--- config.mk ---
export PLATFORM = sky130hd
export DESIGN_NAME = mem_access_unit
export DESIGN_NICKNAME = d
export VERILOG_FILES = /design/src/rtl/mem_access_unit.sv
export SDC_FILE = /design/constraint.sdc
export NUM_CORES = 1
export LEC_CHECK = 0
export CELL_PAD_IN_SITES_DETAIL_PLACEMENT = 0
export CELL_PAD_IN_SITES_GLOBAL_PLACEMENT = 2
export CORE_ASPECT_RATIO = 0.6
export CORE_MARGIN = 2
export CORE_UTILIZATION = 27
export DETAILED_ROUTE_END_ITERATION = 8
export GPL_ROUTABILITY_DRIVEN = 0
export PLACE_DENSITY_LB_ADDON = 0.12
export SYNTH_ARGS = -nofsm -noshare
export SYNTH_HDL_FRONTEND = slang
export SYNTH_SLANG_ARGS = --single-unit
--- constraint.sdc ---
create_clock -name clk -period 3.8 [get_ports clk]
set_clock_uncertainty 0.05 [all_clocks]
set_input_delay 0.76 -clock clk [delete_from_list [all_inputs] [get_ports clk]]
set_output_delay 0.76 -clock clk [all_outputs]
set_load 0.05 [all_outputs]
--- src/rtl/mem_access_unit.sv ---
// Load/store initiator over a word-only data memory: sub-word load extraction, SB/SH read-modify-write, error checks.
// Loads/SW/errors respond 1 cycle after accept; SB/SH hold req_ready low for the extra write cycle.
module mem_access_unit #(
    parameter int DEPTH_WORDS = 3072
) (
    input  logic        clk,
    input  logic        reset,
    input  logic        req_valid,
    input  logic [2:0]  req_op,
    input  logic [31:0] req_addr,
    input  logic [31:0] req_wdata,
    input  logic [31:0] req_pc,
    output logic        req_ready,
    output logic        rsp_valid,
    output logic [31:0] rsp_data,
    output logic        rsp_err,
    output logic [31:0] dm_addr,
    output logic [31:0] dm_wdata,
    output logic        dm_we,
    output logic [31:0] dm_pc,
    input  logic [31:0] dm_rdata
);

    localparam logic [2:0] OP_LW  = 3'b000;
    localparam logic [2:0] OP_LH  = 3'b001;
    localparam logic [2:0] OP_LHU = 3'b010;
    localparam logic [2:0] OP_LB  = 3'b011;
    localparam logic [2:0] OP_LBU = 3'b100;
    localparam logic [2:0] OP_SW  = 3'b101;
    localparam logic [2:0] OP_SH  = 3'b110;
    localparam logic [2:0] OP_SB  = 3'b111;

    localparam logic [31:0] ADDR_LIMIT = 32'(4 * DEPTH_WORDS);

    typedef enum logic [0:0] {
        ST_IDLE   = 1'b0,
        ST_RMW_WR = 1'b1
    } state_t;

    state_t      r_state;
    state_t      w_state_nxt;

    logic        r_rsp_valid;
    logic [31:0] r_rsp_data;
    logic        r_rsp_err;
    logic [31:0] r_rmw_addr;
    logic [31:0] r_rmw_word;
    logic [31:0] r_rmw_pc;

    logic        w_accept;
    logic        w_misalign;
    logic        w_oor;
    logic        w_err;
    logic        w_is_load;
    logic        w_is_sub_store;
    logic [31:0] w_aligned;
    logic [15:0] w_half;
    logic [7:0]  w_byte;
    logic [31:0] w_load_data;
    logic [31:0] w_merged;

    // Decode and error checks for the request presented this cycle
    always_comb begin
        w_accept       = req_valid && (r_state == ST_IDLE) && !reset;
        w_is_load      = (req_op <= OP_LBU);
        w_is_sub_store = (req_op == OP_SH) || (req_op == OP_SB);
        w_aligned      = {req_addr[31:2], 2'b00};
        w_misalign     = 1'b0;
        if ((req_op == OP_LW) || (req_op == OP_SW))
            w_misalign = (req_addr[1:0] != 2'b00);
        else if ((req_op == OP_LH) || (req_op == OP_LHU) || (req_op == OP_SH))
            w_misalign = req_addr[0];
        w_oor = (req_addr >= ADDR_LIMIT);
        w_err = w_misalign || w_oor;
    end

    always_comb begin
        w_half = req_addr[1] ? dm_rdata[31:16] : dm_rdata[15:0];
        case (req_addr[1:0])
            2'd0:    w_byte = dm_rdata[7:0];
            2'd1:    w_byte = dm_rdata[15:8];
            2'd2:    w_byte = dm_rdata[23:16];
            default: w_byte = dm_rdata[31:24];
        endcase
        case (req_op)
            OP_LW:   w_load_data = dm_rdata;
            OP_LH:   w_load_data = {{16{w_half[15]}}, w_half};
            OP_LHU:  w_load_data = {16'h0, w_half};
            OP_LB:   w_load_data = {{24{w_byte[7]}}, w_byte};
            OP_LBU:  w_load_data = {24'h0, w_byte};
            default: w_load_data = 32'h0;
        endcase
    end

    // Merge store data into the current memory word for SB/SH
    always_comb begin
        w_merged = dm_rdata;
        if (req_op == OP_SH) begin
            if (req_addr[1])
                w_merged[31:16] = req_wdata[15:0];
            else
                w_merged[15:0]  = req_wdata[15:0];
        end else begin
            case (req_addr[1:0])
                2'd0:    w_merged[7:0]   = req_wdata[7:0];
                2'd1:    w_merged[15:8]  = req_wdata[7:0];
                2'd2:    w_merged[23:16] = req_wdata[7:0];
                default: w_merged[31:24] = req_wdata[7:0];
            endcase
        end
    end

    always_comb begin
        w_state_nxt = r_state;
        dm_addr     = 32'h0;
        dm_wdata    = 32'h0;
        dm_we       = 1'b0;
        dm_pc       = 32'h0;
        case (r_state)
            ST_IDLE: begin
                if (w_accept && !w_err) begin
                    dm_addr = w_aligned;
                    if (req_op == OP_SW) begin
                        dm_wdata = req_wdata;
                        dm_we    = 1'b1;
                        dm_pc    = req_pc;
                    end
                    if (w_is_sub_store)
                        w_state_nxt = ST_RMW_WR;
                end
            end
            ST_RMW_WR: begin
                dm_addr     = r_rmw_addr;
                dm_wdata    = r_rmw_word;
                dm_we       = 1'b1;
                dm_pc       = r_rmw_pc;
                w_state_nxt = ST_IDLE;
            end
            default: w_state_nxt = ST_IDLE;
        endcase
        if (reset)
            dm_we = 1'b0;
    end

    always_ff @(posedge clk) begin
        if (reset) begin
            r_state     <= ST_IDLE;
            r_rsp_valid <= 1'b0;
            r_rsp_data  <= 32'h0;
            r_rsp_err   <= 1'b0;
            r_rmw_addr  <= 32'h0;
            r_rmw_word  <= 32'h0;
            r_rmw_pc    <= 32'h0;
        end else begin
            r_state     <= w_state_nxt;
            r_rsp_valid <= 1'b0;
            r_rsp_data  <= 32'h0;
            r_rsp_err   <= 1'b0;
            if (r_state == ST_RMW_WR) begin
                r_rsp_valid <= 1'b1;
            end else if (w_accept) begin
                if (w_err) begin
                    r_rsp_valid <= 1'b1;
                    r_rsp_err   <= 1'b1;
                end else if (w_is_load) begin
                    r_rsp_valid <= 1'b1;
                    r_rsp_data  <= w_load_data;
                end else if (req_op == OP_SW) begin
                    r_rsp_valid <= 1'b1;
                end else begin
                    r_rmw_addr <= w_aligned;
                    r_rmw_word <= w_merged;
                    r_rmw_pc   <= req_pc;
                end
            end
        end
    end

    assign req_ready = (r_state == ST_IDLE) && !reset;
    assign rsp_valid = r_rsp_valid;
    assign rsp_data  = r_rsp_data;
    assign rsp_err   = r_rsp_err;

endmodule

==> metrics <==
CORE AREA 24200 µm²; crit end category output pin; Hold-fix buffers, CTS 0; post-synthesis adder-cell area fraction 0.150%; area grow syn2layout 65.5%; Routed WL per cell 20.3 µm; prevailing post-synth register cell dfxtp_1; largest family of logic cells by synthesized area compound AO/OA/AOI/OAI gates; post-CTS sizing 0; worst skew pair latency 0.42 ns; Lkg Pwr between 4 and 5 nW; Final Slew Violations 0; Worst Max-Slew Pin Slew 0.800 ns; #FFs+latches synth 129; post-route ant nets 0; post-synth top area share 38.8%; EDFF count, synth 0; Post-CTS Setup Repair Bufs 0; row count 44; syn avg cell area 9.12 µm²; period utilization 97.6%; count of cell types in the netlist 52; Worst Setup Path Type input pin to output pin; Vert. Die Dim 126 µm; Root Driver clkbuf_16; initial core utilization 27.5%; vias in the first global route slightly below 7000; # clock sinks 129; unrepaired setup endpoints after global routing false; 1st-iter DRT viols between 400 and 500; Synth Area in XOR/XNOR 0.263%; antenna violations before repair 1; Vias per Instance 5.11; share of cells above drive strength 1 17.6%; busiest grt layer met2; Synth Area in Compound Gates 20.0%; register area 2590 µm²; cts bufs inserted 17; CP Launch Type input pin; Async SR Flop Fraction 0%; status finished clean; final WL 26.5 mm; Max transition margin 46.6%; Final setup violation count 0; dpl hpwl 20.0 mm; Crit path arrival time 2.90 ns; met1 usage roughly 29%; grt ovf 0; cell with the most instances after synthesis dfxtp_1; Vias 6654; final hold vios 0; die area approximately 26000 µm²; gr usage total 20.6%; Cell Pwr Density 320 nW/µm²; Final min period between 3 and 4 ns; WP data required 2.99 ns; Max clock buf depth 2; grt met2 use between 20% and 30%; worst-path fanout max 39; Die Width 207 µm; CTS tree built; yosys warns 0; worst hold slack 0.407 ns; largest net degree at the start of global routing 155; Post-synth top cells dfxtp_1, nand2_1, mux2i_1; nets 1100; multi-input logic area 3720 µm²; first-pass GRT wire length 40.6 mm; met3 Usage GRT between 7 and 8%; mapped cell area 6660 µm²; IO Pins 266; largest cells by area after synthesis dfxtp_1, mux2i_1, a22o_1; post-synthesis mux area share 15.8%; Synth Area in Simple Gates 19.4%; Highest Clock Rate 270 MHz; H-Tree Level Count 4; Clk pin slew, worst setup/hold paths 0.06 ns; fillers approximately 2300; Fin Setup TNS 0 ns; Hold WC Path Type register to register; Seq/Total Area, Yosys about two fifths; maximum vdd drop 0.231 mV; port bufs approximately 260; post-synthesis cell count 730; DRC violations left 0; post-synth top area cell dfxtp_1; Maximum Capacitance Violations 0; router iterations before antenna repair 5
## cells in the final DEF (no fill, tap or decap), types with 10 or more instances in the layout
| cell type | instances |
|---|---|
| nand2_1 | 120 |
| mux2i_1 | 69 |
| mux2_2 | 16 |
| clkdlybuf4s50_1 | 185 |
| nor3_1 | 25 |
| and2_1 | 19 |
| o221ai_1 | 16 |
| dfxtp_1 | 128 |
| and3_1 | 28 |
| o21ai_0 | 17 |
| buf_12 | 81 |
| buf_4 | 25 |
| nor2b_1 | 12 |
| a21oi_1 | 28 |
| nand3b_1 | 10 |
| a32o_1 | 13 |
| clkbuf_16 | 18 |
| a22o_1 | 64 |
## registers in the layout (all words and copies together), names as in the netlist
name and count:
r_rmw_pc 32, r_rmw_addr 30, r_rmw_word 32, r_state 1
rsp_valid 1, rsp_err 1, rsp_data 32
## cell families after synthesis
kind of cell	count (synthesis)
AO/OA/AOI/OAI	173
XOR/XNOR	2
adder cells (fa/ha/maj)	1
buffers and inverters	81
flip-flops	129
multiplexers	93
other	1
AND/OR/NAND/NOR	250
## critical path, stage by stage
cell and delay [ns]:
clkdlybuf4s50_1 0.40, or4_4 0.55, nor3_4 0.22, and4_2 0.32, buf_12 0.24, a22o_1 0.24, buf_12 0.15
## power by group
group          total [mW]  internal, mW  leakage (nW)  switching, mW
combinational       0.424         0.208          2.83          0.216
sequential           1.35          1.35          1.04       0.000367
clock                1.75          1.08         0.308          0.673
## final timing paths
path / startpoint / end / slack (ns) / depth (start not counted)
max: req_addr[14] / dm_wdata[7] / 0.09 / 7
min: r_rmw_addr[12] / r_rmw_addr[12] / 0.41 / 2
min reg2reg: r_rmw_addr[12] / r_rmw_addr[12] / 0.41 / 2
max reg2reg: r_state / r_rmw_word[16] / 1.30 / 6
## routing by layer
layer  vias to the layer above  wire [µm]
li1                       3160          -
met1                      3188      12500
met2                       276      10900
met3                        30       2610
met4                         0        442
met5                         -          0
## per-stage QoR
step                      power, mW  cells  setup WS (ns)  util, %  cell area, µm²
after global placement         1.80   1269          0.136     42.9           10400
after CTS                      3.56   1301         0.0711     45.5           11000
after floorplan                1.56    731          0.461        -            6660
final                          3.53   1302         0.0930     45.5           11000
after detailed placement       1.80   1269         0.0724     42.9           10400
after global routing           3.66   1301        0.00817     45.5           11000
## area by class of cell
type / instances / share of cell area (%)
Tap cell: 322 / 3.66
Timing Repair Buffer: 291 / 33.2
Antenna cell: 1 / 0.0227
Clock buffer: 18 / 4.09
Multi-Input combinational cell: 521 / 33.7
Sequential cell: 129 / 23.5
Clock inverter: 14 / 1.60
Inverter: 6 / 0.227
(Power assumes the default switching activity.)
